$ cat src/rtl/bus_rr_arbiter.sv
// Round-robin bus arbiter with per-master lock: grant, address setup, wait for
// TargetReady or timeout, one-clock data strobe, then release.
module bus_rr_arbiter #(
  parameter int N_MASTERS    = 4,
  parameter int ADDR_SETUP   = 2,
  parameter int TIMEOUT_CLKS = 12
) (
  input  logic                         clock,
  input  logic                         reset,
  input  logic [N_MASTERS-1:0]         barq,
  input  logic [N_MASTERS-1:0]         block,
  output logic [N_MASTERS-1:0]         bagd,
  output logic                         addressvalid,
  input  logic                         TargetReady,
  output logic                         DataStrobe,
  output logic                         Error,
  output logic [$clog2(N_MASTERS)-1:0] err_master,
  output logic                         busy
);

  localparam int IDX_W   = $clog2(N_MASTERS);
  localparam int SETUP_W = $clog2(ADDR_SETUP + 1);

  localparam logic [SETUP_W-1:0]   SETUP_LAST = SETUP_W'(ADDR_SETUP - 1);
  localparam logic [5:0]           TCNT_LAST  = 6'(TIMEOUT_CLKS - 1);
  localparam logic [IDX_W:0]       N_WIDE     = (IDX_W + 1)'(N_MASTERS);
  localparam logic [N_MASTERS-1:0] ONE_HOT0   = N_MASTERS'(1);

  typedef enum logic [2:0] {
    IDLE,
    SETUP,
    WAIT,
    STROBE,
    RELEASE
  } stateT;

  stateT                state;
  logic [IDX_W-1:0]     grantIdx;
  logic [IDX_W-1:0]     lastGrant;
  logic [IDX_W-1:0]     lockM;
  logic                 lockValid;
  logic                 toFlag;
  logic [SETUP_W-1:0]   setupCnt;
  logic [5:0]           tcnt;

  logic [2*N_MASTERS-1:0] reqTwice;
  logic [2*N_MASTERS-1:0] reqShifted;
  logic [N_MASTERS-1:0]   reqRot;
  logic [IDX_W-1:0]       rrOffset;
  logic                   rrFound;
  logic [IDX_W:0]         rrSum;
  logic [IDX_W-1:0]       rrWinner;
  logic                   lockHit;
  logic [IDX_W-1:0]       winner;

  // Rotate requests so bit 0 is the master just after lastGrant, then take the lowest set bit.
  always_comb begin
    reqTwice   = {barq, barq};
    reqShifted = reqTwice >> ({1'b0, lastGrant} + 1'b1);
    reqRot     = reqShifted[N_MASTERS-1:0];
    rrFound    = 1'b0;
    rrOffset   = '0;
    for (int i = 0; i < N_MASTERS; i++) begin
      if (!rrFound && reqRot[i]) begin
        rrFound  = 1'b1;
        rrOffset = IDX_W'(i);
      end
    end
    rrSum = {1'b0, lastGrant} + (IDX_W + 1)'(1) + {1'b0, rrOffset};
    if (rrSum >= N_WIDE) begin
      rrSum = rrSum - N_WIDE;
    end
    rrWinner = rrSum[IDX_W-1:0];
    lockHit  = lockValid && barq[lockM];
    winner   = lockHit ? lockM : rrWinner;
  end

  always_ff @(posedge clock or posedge reset) begin
    if (reset) begin
      state        <= IDLE;
      grantIdx     <= '0;
      lastGrant    <= IDX_W'(N_MASTERS - 1);
      lockM        <= '0;
      lockValid    <= 1'b0;
      toFlag       <= 1'b0;
      setupCnt     <= '0;
      tcnt         <= '0;
      bagd         <= '0;
      addressvalid <= 1'b0;
      DataStrobe   <= 1'b0;
      Error        <= 1'b0;
      err_master   <= '0;
      busy         <= 1'b0;
    end else begin
      DataStrobe <= 1'b0;
      Error      <= 1'b0;
      case (state)
        IDLE: begin
          if (|barq) begin
            state    <= SETUP;
            grantIdx <= winner;
            bagd     <= ONE_HOT0 << winner;
            setupCnt <= '0;
            busy     <= 1'b1;
          end
        end
        SETUP: begin
          if (setupCnt == SETUP_LAST) begin
            state        <= WAIT;
            addressvalid <= 1'b1;
            tcnt         <= '0;
          end else begin
            setupCnt <= setupCnt + 1'b1;
          end
        end
        WAIT: begin
          // A ready target in the timeout-compare cycle still completes cleanly.
          if (TargetReady) begin
            state      <= STROBE;
            toFlag     <= 1'b0;
            DataStrobe <= 1'b1;
          end else if (tcnt == TCNT_LAST) begin
            state      <= STROBE;
            toFlag     <= 1'b1;
            DataStrobe <= 1'b1;
            Error      <= 1'b1;
            err_master <= grantIdx;
          end else if (tcnt != 6'h3F) begin
            tcnt <= tcnt + 1'b1;
          end
        end
        STROBE: begin
          state        <= RELEASE;
          bagd         <= '0;
          addressvalid <= 1'b0;
          lastGrant    <= grantIdx;
          if (block[grantIdx] && barq[grantIdx] && !toFlag) begin
            lockValid <= 1'b1;
            lockM     <= grantIdx;
          end else begin
            lockValid <= 1'b0;
          end
        end
        RELEASE: begin
          state <= IDLE;
          busy  <= 1'b0;
        end
        default: begin
          state <= IDLE;
          busy  <= 1'b0;
        end
      endcase
    end
  end

endmodule

$ cat config.mk
export PLATFORM = sky130hd
export DESIGN_NAME = bus_rr_arbiter
export DESIGN_NICKNAME = d
export VERILOG_FILES = /design/src/rtl/bus_rr_arbiter.sv
export SDC_FILE = /design/constraint.sdc
export NUM_CORES = 1
export LEC_CHECK = 0
export ABC_AREA = 1
export CAP_MARGIN = 5
export CORE_ASPECT_RATIO = 1.1
export CORE_MARGIN = 2
export CORE_UTILIZATION = 35
export CTS_CLUSTER_DIAMETER = 80
export CTS_CLUSTER_SIZE = 16
export DETAILED_ROUTE_END_ITERATION = 8
export PLACE_DENSITY = 0.61
export SYNTH_ARGS = -nofsm -noshare
export SYNTH_HDL_FRONTEND = slang
export SYNTH_SLANG_ARGS = --single-unit
$ cat constraint.sdc
create_clock -name clock -period 1.7 [get_ports clock]
set_input_delay 0.255 -clock clock [delete_from_list [all_inputs] [get_ports clock]]
set_output_delay 0.255 -clock clock [all_outputs]
set_load 0.05 [all_outputs]
# [Yosys cells after proc, flatten, opt, wreduce, memory -nomap -nowiden]
# Index checks and enable logic that the tools add are counted.
[op_classes] bitwise_logic=2 n_addsub=5 reduce_logical=28 magnitude_cmp=3 n_mux=41 shifts=2 eq_ne=13
[op_table] operator="$mux 6" n=4
[op_table] operator="$mux 1" n=17
[op_table] operator="$mux 2" n=6
[op_table] operator="$mux 3" n=4
[op_table] operator="$ne 2x2->1 const B" n=6
[op_table] operator="$pmux 3 s4" n=1
[op_table] operator="$pmux 6 s2" n=1
[op_table] operator="$reduce_and 2->1" n=6
[op_table] operator="$reduce_bool 2->1" n=5
[op_table] operator="$reduce_and 3->1" n=3
[op_table] operator="$pmux 4 s2" n=1
[op_table] operator="$shr 8x3->4" n=1
[op_table] operator="$add 6x1->6 const B" n=1
[op_table] operator="$bmux 1 s2" n=3
[op_table] operator="$eq 3x2->1 const B" n=2
[op_table] operator="$eq 6x4->1 const B" n=1
[op_table] operator="$logic_and 1x1->1" n=6
[op_table] operator="$lt 2x3->1 const B" n=2
[op_table] operator="$ne 6x6->1 const B" n=1
[op_table] operator="$reduce_and 5->1" n=1
[op_table] operator="$logic_not 1->1" n=4
[op_table] operator="$mux 4" n=1
[op_table] operator="$pmux 1 s2" n=2
[op_table] operator="$pmux 2 s2" n=1
[op_table] operator="13 further kinds" n=14
[word_totals] inputBits=11 word_cells=108 reg_bits=29 output_inout_bits=10

# [Longest topological paths before layout]
[depth] word_depth=19 mapped_depth=15 ltp_nobuf=15

# [Worst setup path before layout]
# No wires, ideal clock.
[synth_timing] path_type="reg-to-reg" from="register lastGrant[0]" to="register grantIdx[1]" period_less_slack_ps=1817 path_slack_ps=-117 n_path_buf=0 t_required_ps=1573 arrival_time_ps=1691 setup_time_ps=127 stages_incl_launch_ff=15 path_cell_list="dfstp_2 -> inv_1 -> nand2_1 -> nand3_1 -> nand2_1 -> nand3_1 -> nand2_1 -> nand2_1 -> ha_1 -> xnor2_1 -> nand3_1 -> nand3_1 -> nand2_1 -> nand2_1 -> o21ai_0"
[synth_via] elab_chain_len=16 elab_cells_between_ends=19 cone_classes="add/sub (3); order compare (1); shift (1); mux (8); reduce/logical (6)"
[synth_rtl] item="start, declared" line="39" rtl="logic [IDX_W-1:0] lastGrant;"
[synth_rtl] item="start signal, assigned" line="82" rtl="lastGrant <= IDX_W'(N_MASTERS - 1);"
[synth_rtl] item="start signal, assigned" line="136" rtl="lastGrant <= grantIdx;"
[synth_rtl] item="$add 2x1->3 (*)" line="59, 69"
[synth_rtl] item="$shr 8x3->4" line="59" rtl="reqShifted = reqTwice >> ({1'b0, lastGrant} + 1'b1);"
[synth_rtl] item="$mux 1" line="64" rtl="if (!rrFound && reqRot[i]) begin"
[synth_rtl] item="$logic_not 1->1" line="64"
[synth_rtl] item="$logic_and 1x1->1" line="64"
[synth_rtl] item="$mux 1" line="64"
[synth_rtl] item="$logic_not 1->1" line="64"
[synth_rtl] item="$logic_and 1x1->1" line="64"
[synth_rtl] item="$mux 1" line="64"
[synth_rtl] item="$logic_not 1->1" line="64"
[synth_rtl] item="$logic_and 1x1->1" line="64"
[synth_rtl] item="$mux 2" line="64"
[synth_rtl] item="$add 3x2->3 (*)" line="69" rtl="rrSum = {1'b0, lastGrant} + (IDX_W + 1)'(1) + {1'b0, rrOffset};"
[synth_rtl] item="$ge 3x3->1 / $sub 2x1->2 (equally long branches)" line="70, 71"
[synth_rtl] item="$mux 2 (*)" line="70" rtl="if (rrSum >= N_WIDE) begin"
[synth_rtl] item="$mux 2 (*)" line="75" rtl="winner = lockHit ? lockM : rrWinner;"
[synth_rtl] item="end signal, assigned" line="101" rtl="grantIdx <= winner;"
[synth_rtl] item="end, declared" line="38" rtl="logic [IDX_W-1:0] grantIdx;"
# Every way passes the cells marked *; elsewhere a longest branch is shown, timed or not.
# A chain may end at the register's enable or synchronous reset.

# [Final worst setup path]
# Ends and elaborated chain as after synthesis.

==> out/metrics.yaml <==
status:
  outcome: "finished, violations left"
  violations: "negative setup slack"
finish:
  fin_nets: 262
  utilization_pct: 50.1
  layout-drive-gt1-share_pct: 27.3
  antennaDiodeCount: 0
  final_cell_area_sq_mm: 0.00215
  fin_cells: 303
  synthToLayoutAreaGrowth_pct: 39.1
clock_network:
  clock_latency_ps: 280
  clock_sinks: 29
  root_buffer: "clkbuf_8"
  clk_pin_slew_ps: 60
  cts_tree: "done"
  clock_path_buffers: 2
  cts_buffers: 5
  cts.hold.buffers_added: 0
  htreeDepth: 2
setup_path:
  cp-start-kind: "register"
  r2r_slack_ps: -180
  worstPathArrival_ps: 2050
  reg2reg_to: "grantIdx[1]"
  required_ps: 1870
  crit_start: "lastGrant[0]"
  r2r_cells: 13
  r2r-start: "lastGrant[0]"
  end_kind: "register"
  cp_max_fo: 5
  crit_type: "register to register"
yosys:
  ys_seq_area_share_pct: 47.2
  synth_nets: 214
  yosys_warnings: 0
  async_flop_share_pct: 100
  synth_area_sq_mm: 0.00154
  synth_commonest_cells: "nand2_1 (55), inv_1 (31), dfrtp_1 (27), nand3_1 (27), o21ai_0 (20)"
  synth.area.top_cells: "dfrtp_1 (44%), nand2_1 (13%), nand3_1 (8.8%), inv_1 (7.5%), o21ai_0 (6.5%)"
  synth_cells: 200
  dominantRegCellSynth: "dfrtp_1"
  synth-edff-count: 0
  synth.ff_latch_count: 29
  ys_types: 25
  synth.most_common_cell: "nand2_1"
  yosysTopAreaCell: "dfrtp_1"
  yosysTopAreaCellShare_pct: 43.8
  avgSynthCellArea_sq_um: 7.72
grt:
  antenna_found_initial: 0
  grt_max_degree: 30
  grt_usage_pct: 15.5
  grt_pass1_vias: 1337
  grt_pass1_wl_um: 5660
  grt.overflow.total: 0
floorplanning:
  ios: 21
  die_y_um: 73.7
  rows: 25
  core_area_sq_mm: 0.00429
  dieArea_sq_mm: 0.00496
  start_util_pct: 36.0
  die_width_um: 67.3
placement:
  dpl.hpwl_um: 2440
  place_area_sq_mm: 0.00192
  port_buffers: 20
  dp.cells: 290
  gp_congestion: 0.771
timing:
  hold_viol: 0
  tightest_slew_ps: 363
  post-route-min-period_ps: 1880
  fin_skew_ps: 6.24
  period_share_pct: 111
  setup_slack_ps: -182
  fmax_ghz: 0.531
  tns_ps: -872
  grt_setup_unrepaired: "yes"
  slew_violations: 0
  finalSetupViolations: 6
  maxSlewHeadroom_pct: 75.8
run:
  cap_violations: 0
drt:
  vias: 1456
  dr.pass1.iters: 4
  drc_errors: 0
  ant_nets: 0
  drtIter0Drc: 44
  wl_um: 3510
  wl_per_cell_um: 11.6
  vias_per_cell: 4.81
hold_path:
  hold_class: "input pin to asynchronous set/reset pin"
power_and_ir_drop:
  ir_drop_mv: 0.773
  power.density_mw_per_mm2: 1900
  leakage_nw: 1.06
worst max-delay path by stage:
stage	end	slack, ps	cells after the start
floorplan	bagd[0]	-60	14
global placement	bagd[0]	-370	13
detailed placement	bagd[0]	-330	13
CTS	grantIdx[1]	-150	13
global route	bagd[0]	-300	14
finish	grantIdx[1]	-180	13
worst max-delay path, cell delays in order (launching register included):
cell     delay (ps)
dfstp_2         590
nand2_1         100
nand3_2          90
nand2_2          70
buf_4           130
buf_4           110
buf_4           120
buf_4           110
nand2_1          70
nand3_1          90
nand3_2         100
nand2_4          70
nand2_1          70
o21ai_1          50
metrics by stage:
step	worst slack [ps]	power (mW)	hold slack [ps]
3_3_place_gp	-367	2.95	447
6_report	-182	4.09	341
2_1_floorplan	-61.1	2.39	332
4_1_cts	-150	3.87	347
3_5_place_dp	-334	2.96	461
5_1_grt	-302	4.40	396
registers in the layout (all words and copies together), names as in the netlist, 2 cells and up:
| name | flops |
|---|---|
| bagd | 4 |
| state | 3 |
| err_master | 2 |
| grantIdx | 2 |
| tcnt | 6 |
| lastGrant | 2 |
| lockM | 2 |
| setupCnt | 2 |
final cells by class:
| class | instances | area [sq um] |
|---|---|---|
| multi-input cells | 138 | 788 |
| flip-flops and latches | 29 | 728 |
| inverters | 32 | 123 |
| fillers | 414 | 2140 |
| repair buffers | 42 | 340 |
| well taps | 54 | 67.6 |
| clock inverters | 1 | 5.00 |
| clock buffers | 7 | 96.3 |
layer usage:
metal  GRT usage, %  share of wire, %
met4           9.30               2.6
met1           17.5                43
met3           3.37               4.0
met2           26.5                50
met5              0                 0
placed cells by master, fill, tap and decap left out, types with 4 or more instances in the layout:
cell type         n
nand3_1          22
buf_4            32
inv_1            28
nand3_2           6
nor2_1           12
o21ai_0          16
clkbuf_8          7
nand2_4           5
dfrtp_1          27
nand2_1          46
nand2_2           4
clkdlybuf4s50_1  10
nand4_1           4
repair_timing:
action,in CTS,in global routing
setup buffers,5,0
endpoints found under the setup margin,6,6
pin swaps,12,5
gates resized for setup,15,13
power by group:
group	internal (mW)	switching [mW]	leakage, nW
Combinational	0.990	1.38	0.628
Sequential	0.919	0.167	0.377
Clock	0.365	0.265	0.0542
Total	2.27	1.81	1.06
cell families (layout without fill, tap and decap cells):
family	Yosys count	after routing	synth area share [%]
DFF	29	29	47.2
AOI/OAI and AO/OA	27	27	9.81
and+or+nand+nor	106	106	31.0
adders and majority gates	3	3	2.43
xor gates and xnor gates	2	2	1.13
buffers and inverters	33	82	8.51
Note: power is estimated with default switching activity, not from simulation.
